File: src/rtl/router_ingress_if.sv
// Source-side and FIFO-side signals of the router ingress controller.
// Latency: n/a (signal bundle only).
// Backpressure: busy from the controller stalls the source; fifo_full stalls the controller.
interface router_ingress_if #(
   parameter int DATA_WIDTH = 8
);
   logic                  pkt_valid;
   logic [DATA_WIDTH-1:0] data_in;
   logic [2:0]            fifo_full;
   logic [2:0]            fifo_empty;
   logic                  busy;
   logic [DATA_WIDTH-1:0] dout;
   logic [2:0]            write_enb;
   logic                  lfd_state;
   logic                  err;
   logic                  parity_done;

   // Source and FIFO side: drives packet bytes and FIFO status, observes the controller.
   modport master (
      output pkt_valid, data_in, fifo_full, fifo_empty,
      input  busy, dout, write_enb, lfd_state, err, parity_done
   );

   // Controller side.
   modport slave (
      input  pkt_valid, data_in, fifo_full, fifo_empty,
      output busy, dout, write_enb, lfd_state, err, parity_done
   );
endinterface

File: src/rtl/router_ingress_ctrl.sv
// Router ingress: decodes destination, registers bytes onto the shared FIFO bus, checks parity.
// Latency: header reaches the FIFO 2 cycles after acceptance (LOAD_FIRST, then first LOAD_DATA write).
// Backpressure: busy holds the source while waiting for an empty FIFO, on full, and during parity wrap-up.
module router_ingress_ctrl #(
   parameter int         DATA_WIDTH   = 8,
   parameter logic [1:0] INVALID_ADDR = 2'd3
) (
   input logic              clk,
   input logic              rst,
   router_ingress_if.slave  bus
);

   typedef enum logic [2:0] {
      DECODE,
      DROP,
      WAIT_EMPTY,
      LOAD_FIRST,
      LOAD_DATA,
      LOAD_PARITY,
      CHECK_PARITY
   } state_t;

   state_t                state;
   state_t                state_nxt;

   logic [1:0]            addr;
   logic [DATA_WIDTH-1:0] dout_q;
   logic [DATA_WIDTH-1:0] parity;
   logic [DATA_WIDTH-1:0] rx_parity;
   logic                  err_q;

   logic [1:0]            hdr_addr;
   logic                  sel_full;
   logic                  sel_empty;
   logic [2:0]            addr_onehot;

   logic                  busy_c;
   logic [2:0]            write_enb_c;
   logic                  lfd_c;
   logic                  parity_done_c;
   logic                  ld_hdr;
   logic                  ld_byte;
   logic                  ld_par;
   logic                  chk;

   // Destination bits of the byte on the bus (only meaningful when it is a header).
   assign hdr_addr    = bus.data_in[1:0];
   // Only the latched destination's flags matter; other FIFOs are ignored.
   assign sel_full    = bus.fifo_full[addr];
   assign sel_empty   = bus.fifo_empty[addr];
   assign addr_onehot = 3'b001 << addr;

   // State register.
   always_ff @(posedge clk) begin
      if (rst) state <= DECODE;
      else     state <= state_nxt;
   end

   // Next state, handshake outputs and datapath load strobes.
   always_comb begin
      state_nxt     = state;
      busy_c        = 1'b0;
      write_enb_c   = 3'b000;
      lfd_c         = 1'b0;
      parity_done_c = 1'b0;
      ld_hdr        = 1'b0;
      ld_byte       = 1'b0;
      ld_par        = 1'b0;
      chk           = 1'b0;
      unique case (state)
         DECODE: begin
            if (bus.pkt_valid) begin
               if (hdr_addr == INVALID_ADDR) begin
                  state_nxt = DROP;
               end else begin
                  ld_hdr    = 1'b1;
                  // addr is not latched yet, so look at the header's own destination.
                  state_nxt = bus.fifo_empty[hdr_addr] ? LOAD_FIRST : WAIT_EMPTY;
               end
            end
         end
         DROP: begin
            // Swallow bytes until the parity byte (pkt_valid low) has gone by.
            if (!bus.pkt_valid) state_nxt = DECODE;
         end
         WAIT_EMPTY: begin
            busy_c = 1'b1;
            if (sel_empty) state_nxt = LOAD_FIRST;
         end
         LOAD_FIRST: begin
            busy_c    = 1'b1;
            lfd_c     = 1'b1;
            state_nxt = LOAD_DATA;
         end
         LOAD_DATA: begin
            busy_c = sel_full;
            if (!sel_full) begin
               write_enb_c = addr_onehot;
               if (bus.pkt_valid) begin
                  ld_byte = 1'b1;
               end else begin
                  ld_par    = 1'b1;
                  state_nxt = LOAD_PARITY;
               end
            end
         end
         LOAD_PARITY: begin
            busy_c = 1'b1;
            if (!sel_full) begin
               write_enb_c = addr_onehot;
               state_nxt   = CHECK_PARITY;
            end
         end
         CHECK_PARITY: begin
            busy_c        = 1'b1;
            parity_done_c = 1'b1;
            chk           = 1'b1;
            state_nxt     = DECODE;
         end
         default: begin
            state_nxt = DECODE;
         end
      endcase
   end

   // Datapath: output byte register, running parity, received parity and error flag.
   always_ff @(posedge clk) begin
      if (rst) begin
         addr      <= 2'd0;
         dout_q    <= '0;
         parity    <= '0;
         rx_parity <= '0;
         err_q     <= 1'b0;
      end else begin
         if (ld_hdr) begin
            addr   <= hdr_addr;
            dout_q <= bus.data_in;
            parity <= bus.data_in;
         end
         if (ld_byte) begin
            dout_q <= bus.data_in;
            parity <= parity ^ bus.data_in;
         end
         if (ld_par) begin
            dout_q    <= bus.data_in;
            rx_parity <= bus.data_in;
         end
         // err persists until the next packet's check or reset.
         if (chk) err_q <= (parity != rx_parity);
      end
   end

   assign bus.busy        = busy_c;
   assign bus.dout        = dout_q;
   assign bus.write_enb   = write_enb_c;
   assign bus.lfd_state   = lfd_c;
   assign bus.err         = err_q;
   assign bus.parity_done = parity_done_c;

endmodule
File: src/flat_wrapper.sv
// flat-port wrapper written by rule: the top's interface ports become plain ports
module router_ingress_ctrl_flat 
#(
   parameter int         DATA_WIDTH   = 8,
   parameter logic [1:0] INVALID_ADDR = 2'd3
)
  (clk, rst, bus_pkt_valid, bus_data_in, bus_fifo_full, bus_fifo_empty, bus_busy, bus_dout, bus_write_enb, bus_lfd_state, bus_err, bus_parity_done);
  router_ingress_if #(.DATA_WIDTH(DATA_WIDTH)) bus_i ();
  input logic clk;
  input logic rst;
  input wire logic [$bits(bus_i.pkt_valid)-1:0] bus_pkt_valid;
  input wire logic [$bits(bus_i.data_in)-1:0] bus_data_in;
  input wire logic [$bits(bus_i.fifo_full)-1:0] bus_fifo_full;
  input wire logic [$bits(bus_i.fifo_empty)-1:0] bus_fifo_empty;
  output wire logic [$bits(bus_i.busy)-1:0] bus_busy;
  output wire logic [$bits(bus_i.dout)-1:0] bus_dout;
  output wire logic [$bits(bus_i.write_enb)-1:0] bus_write_enb;
  output wire logic [$bits(bus_i.lfd_state)-1:0] bus_lfd_state;
  output wire logic [$bits(bus_i.err)-1:0] bus_err;
  output wire logic [$bits(bus_i.parity_done)-1:0] bus_parity_done;
  assign bus_i.pkt_valid = bus_pkt_valid;
  assign bus_i.data_in = bus_data_in;
  assign bus_i.fifo_full = bus_fifo_full;
  assign bus_i.fifo_empty = bus_fifo_empty;
  assign bus_busy = bus_i.busy;
  assign bus_dout = bus_i.dout;
  assign bus_write_enb = bus_i.write_enb;
  assign bus_lfd_state = bus_i.lfd_state;
  assign bus_err = bus_i.err;
  assign bus_parity_done = bus_i.parity_done;
  router_ingress_ctrl #(.DATA_WIDTH(DATA_WIDTH), .INVALID_ADDR(INVALID_ADDR)) u_core (.clk(clk), .rst(rst), .bus(bus_i));
endmodule
File: config.mk
export PLATFORM = sky130hd
export DESIGN_NAME = router_ingress_ctrl_flat
export DESIGN_NICKNAME = d
export VERILOG_FILES = /design/src/rtl/router_ingress_if.sv /design/src/rtl/router_ingress_ctrl.sv /design/src/flat_wrapper.sv
export SDC_FILE = /design/constraint.sdc
export NUM_CORES = 1
export LEC_CHECK = 0
export ABC_AREA = 1
export CORE_AREA = 2 2 59 89
export DETAILED_ROUTE_END_ITERATION = 8
export DIE_AREA = 0 0 61 91
export SYNTH_ARGS = -nofsm -noshare
export SYNTH_HDL_FRONTEND = slang
export SYNTH_SLANG_ARGS = --single-unit
File: constraint.sdc
create_clock -name clk -period 2.4 [get_ports clk]
set_input_delay 0.24 -clock clk [delete_from_list [all_inputs] [get_ports clk]]
set_output_delay 0.24 -clock clk [all_outputs]
set_load 0.005 [all_outputs]
==> metrics.md <==
| Metric | Value |
|---|---|
| Fmax | `461 MHz` |
| R2r startpoint | `u_core.state[1]$_SDFFE_PP0P_` |
| Number of global-route vias before repair | `1453` |
| Period utilization | `0.904` |
| Antenna fix cells | `0` |
| Slew margin rel. | `0.616` |
| Sequential element share of the synthesized area | `0.367` |
| Endpoints failing setup | `0` |
| CP required | `2160 ps` |
| First-pass GRT wire length | `6690 µm` |
| Vias per cell | `4.79` |
| TritonCTS Sinks | `30` |
| Metal3 WL | `106 µm` |
| Initial antenna violation count | `0` |
| Initial core utilization | `0.343` |
| YS warnings | `0` |
| Worst Path Arrival | `1930 ps` |
| Power Dens Cells | `979 nW/µm²` |
| Final #Nets | `281` |
| Yosys cell types | `31` |
| DP Cell Count | `321` |
| Root Buffer | `clkbuf_8` |
| Synth cell count leaders | `nor2_1 (38), nand2_1 (35), dfxtp_1 (30)` |
| RSZ-0062 raised after global routing | `false` |
| DIE HEIGHT | `91 µm` |
| Maximum buffer depth of the clock tree | `2` |
| Hold_buf cts | `0` |
| CP Capture Type | `output port` |
| Slowest CP cell | `clkdlybuf4s50_1` |
| Mapped Nets | `243` |
| CTS tree | `done` |
| M1 WL | `1840 µm` |
| Layout cells sized above 1 | `0.123` |
| Post-DRT Antenna Nets | `0` |
| Sw frac | `0.406` |
| DR pass1 iterations | `4` |
| H-tree depth | `2` |
| Die width | `61 µm` |
| GRT Total Usage | `0.158` |
| Final min period | `2170 ps` |
| Clk_skew | `2.10 ps` |
| DRC | `0` |
| Worst reg2reg path endpoint | `u_core.parity[2]$_SDFFE_PP0P_` |
| Synthesized area | `1640 µm²` |
| Final hold vios | `0` |
| Area Overhead vs Synth | `29.4%` |
| Avg Cell Area, Syn | `7.31 µm²` |
| Pleak | `0.879 nW` |
| Placer's final routability congestion estimate | `0.849` |
| FF-to-FF path depth | `8` |
| CP Class | `reg -> out` |
| Largest net degree at the start of global routing | `20` |
| Post-synthesis cell count | `224` |
| CP Cell Sequence | `inv_1 -> nand3_1 -> nand3_4 -> inv_4 -> nand2_1 -> nor3_1 -> clkdlybuf4s50_1` |
| Clk slew on worst S/H paths | `60 ps` |
| Count leader, synth | `nor2_1` |
| Logic pwr share | `0.463` |
| Setup TNS | `0 ps` |
| Via count | `1565` |
| Main flop type after synthesis | `dfxtp_1` |
| Met2 Wirelength | `2010 µm` |
| Worst-Skew Late Latency | `280 ps` |
| Minimum setup slack among reg-to-reg paths | `770 ps` |
| Peak VDD IR | `0.441 mV` |
| Post-CTS sizing | `0` |
| Synth top area share | `0.367` |
| Synth area leader | `dfxtp_1` |
| Post-CTS Setup Inserts | `0` |
| Cts bufs inserted | `5` |
| Sequential power share | `0.346` |
| CP startpoint kind | `flip-flop` |
| Sw power | `0.842 mW` |
| # port buffers | `31` |
| Initial DRC count | `33` |
| Row count | `31` |
| DIE AREA | `5550 µm²` |
| Synth Register Bits | `30` |
| Core area | `4770 µm²` |
| Synth area leaders | `dfxtp_1 (37%), nor2_1 (8.7%), nand2_1 (8.0%), nand3_1 (6.7%), a21oi_1 (4.0%)` |
| Routed wire length | `4020 µm` |
| Async SR Flop Fraction | `0` |
| Status | `completed` |
| Routed length per instance | `12.3 µm` |
| Detailed placer's ending HPWL | `3060 µm` |
| Largest fanout on the critical path | `7` |
| CP Launch Point | `u_core.addr[1]$_SDFFE_PP0P_` |
| Worst-margin pin slew | `575 ps` |
| Max-Cap Viols | `0` |
| Non-filler cells, final | `327` |
| Boundary Pins | `32` |
| Max layer used | `met4` |
| Pint | `1.23 mW` |
| GRT overflow | `0` |
| Worst Setup EP | `bus_write_enb[1]` |
| Hold crit path type | `reg -> reg` |
| Max-slew violation count | `0` |
| Clk pwr share | `0.191` |
| CP peak stage delay | `520 ps` |
| EDFF count, synth | `0` |
per-layer routing:
metal  track usage  up-vias
met3        0.0342        7
li1              -      827
met2         0.252       18
met4        0.0543        0
met5             0        -
met1         0.206      713
power by group through the flow:
stage / Clock [mW] / Combinational [mW] / Sequential, mW
after CTS: 0.411 / 0.977 / 0.715
after global placement: 0 / 0.964 / 0.724
after detailed placement: 0 / 0.974 / 0.725
after global routing: 0.426 / 1.09 / 0.733
after floorplan: 0 / 0.689 / 0.706
final: 0.397 / 0.961 / 0.717
kinds of logic after synthesis:
logic type                 after synthesis  share of synthesized area
and+or+nand+nor                        120                      0.367
AOI/OAI and AO/OA                       39                      0.144
DFF                                     30                      0.367
buffers and inverters                   27                     0.0756
xor gates and xnor gates                 6                     0.0321
adders and majority gates                2                     0.0153
worst max-delay path: cells and delay by family (launching register included):
kind,cells,cell delay (ps)
flops,1,390
buf+inv,3,730
simple gates,4,520
cell type report:
type / count / area (µm²)
Timing Repair Buffer: 36 / 348
Sequential cell: 30 / 603
Inverter: 22 / 90.1
Fill cell: 514 / 2650
Tap cell: 66 / 82.6
Clock buffer: 6 / 82.6
Multi-Input combinational cell: 167 / 913
cells in the final DEF, fill, tap and decap left out, drive strengths merged:
master,n
clkdlybuf4s50,31
clkbuf,6
nor2,42
dfxtp,30
nor4,1
a21oi,15
xor2,4
o2111ai,1
buf,5
xnor2,2
nor3,6
inv,22
or2,1
a21boi,1
ha,2
nand3,24
a22oi,6
nand4,8
o21ai,16
nand2,38
metrics by stage:
stage / utilization / instance area [µm²] / hold slack (ps) / power [mW] / setup slack, ps
final: 0.444 / 2120 / 467 / 2.08 / 230
after global routing: 0.444 / 2120 / 496 / 2.25 / 91.4
after CTS: 0.444 / 2120 / 471 / 2.10 / 108
after detailed placement: 0.426 / 2030 / 462 / 1.70 / 335
after global placement: 0.426 / 2030 / 455 / 1.69 / 383
after floorplan: - / 1640 / 383 / 1.39 / 1040
registers in the layout (all words and copies together), names as in the netlist:
name / flops
u_core.state: 3
u_core.addr: 2
u_core.parity: 8
u_core.bus.err: 1
u_core.rx_parity: 8
u_core.bus.dout: 8
worst min-delay path by stage:
| stage | startpoint | endpoint | cells after the start |
|---|---|---|---|
| 2_1_floorplan | bus_data_in[2] | u_core.bus.dout[2]$_SDFFE_PP0P_ | 2 |
| 3_3_place_gp | u_core.rx_parity[7]$_SDFFE_PP0P_ | u_core.rx_parity[7]$_SDFFE_PP0P_ | 2 |
| 3_5_place_dp | u_core.rx_parity[7]$_SDFFE_PP0P_ | u_core.rx_parity[7]$_SDFFE_PP0P_ | 2 |
| 4_1_cts | u_core.rx_parity[0]$_SDFFE_PP0P_ | u_core.rx_parity[0]$_SDFFE_PP0P_ | 2 |
| 5_1_grt | u_core.rx_parity[0]$_SDFFE_PP0P_ | u_core.rx_parity[0]$_SDFFE_PP0P_ | 2 |
| 6_report | u_core.rx_parity[7]$_SDFFE_PP0P_ | u_core.rx_parity[7]$_SDFFE_PP0P_ | 2 |
No activity file was read; power rests on OpenSTA's default activity.
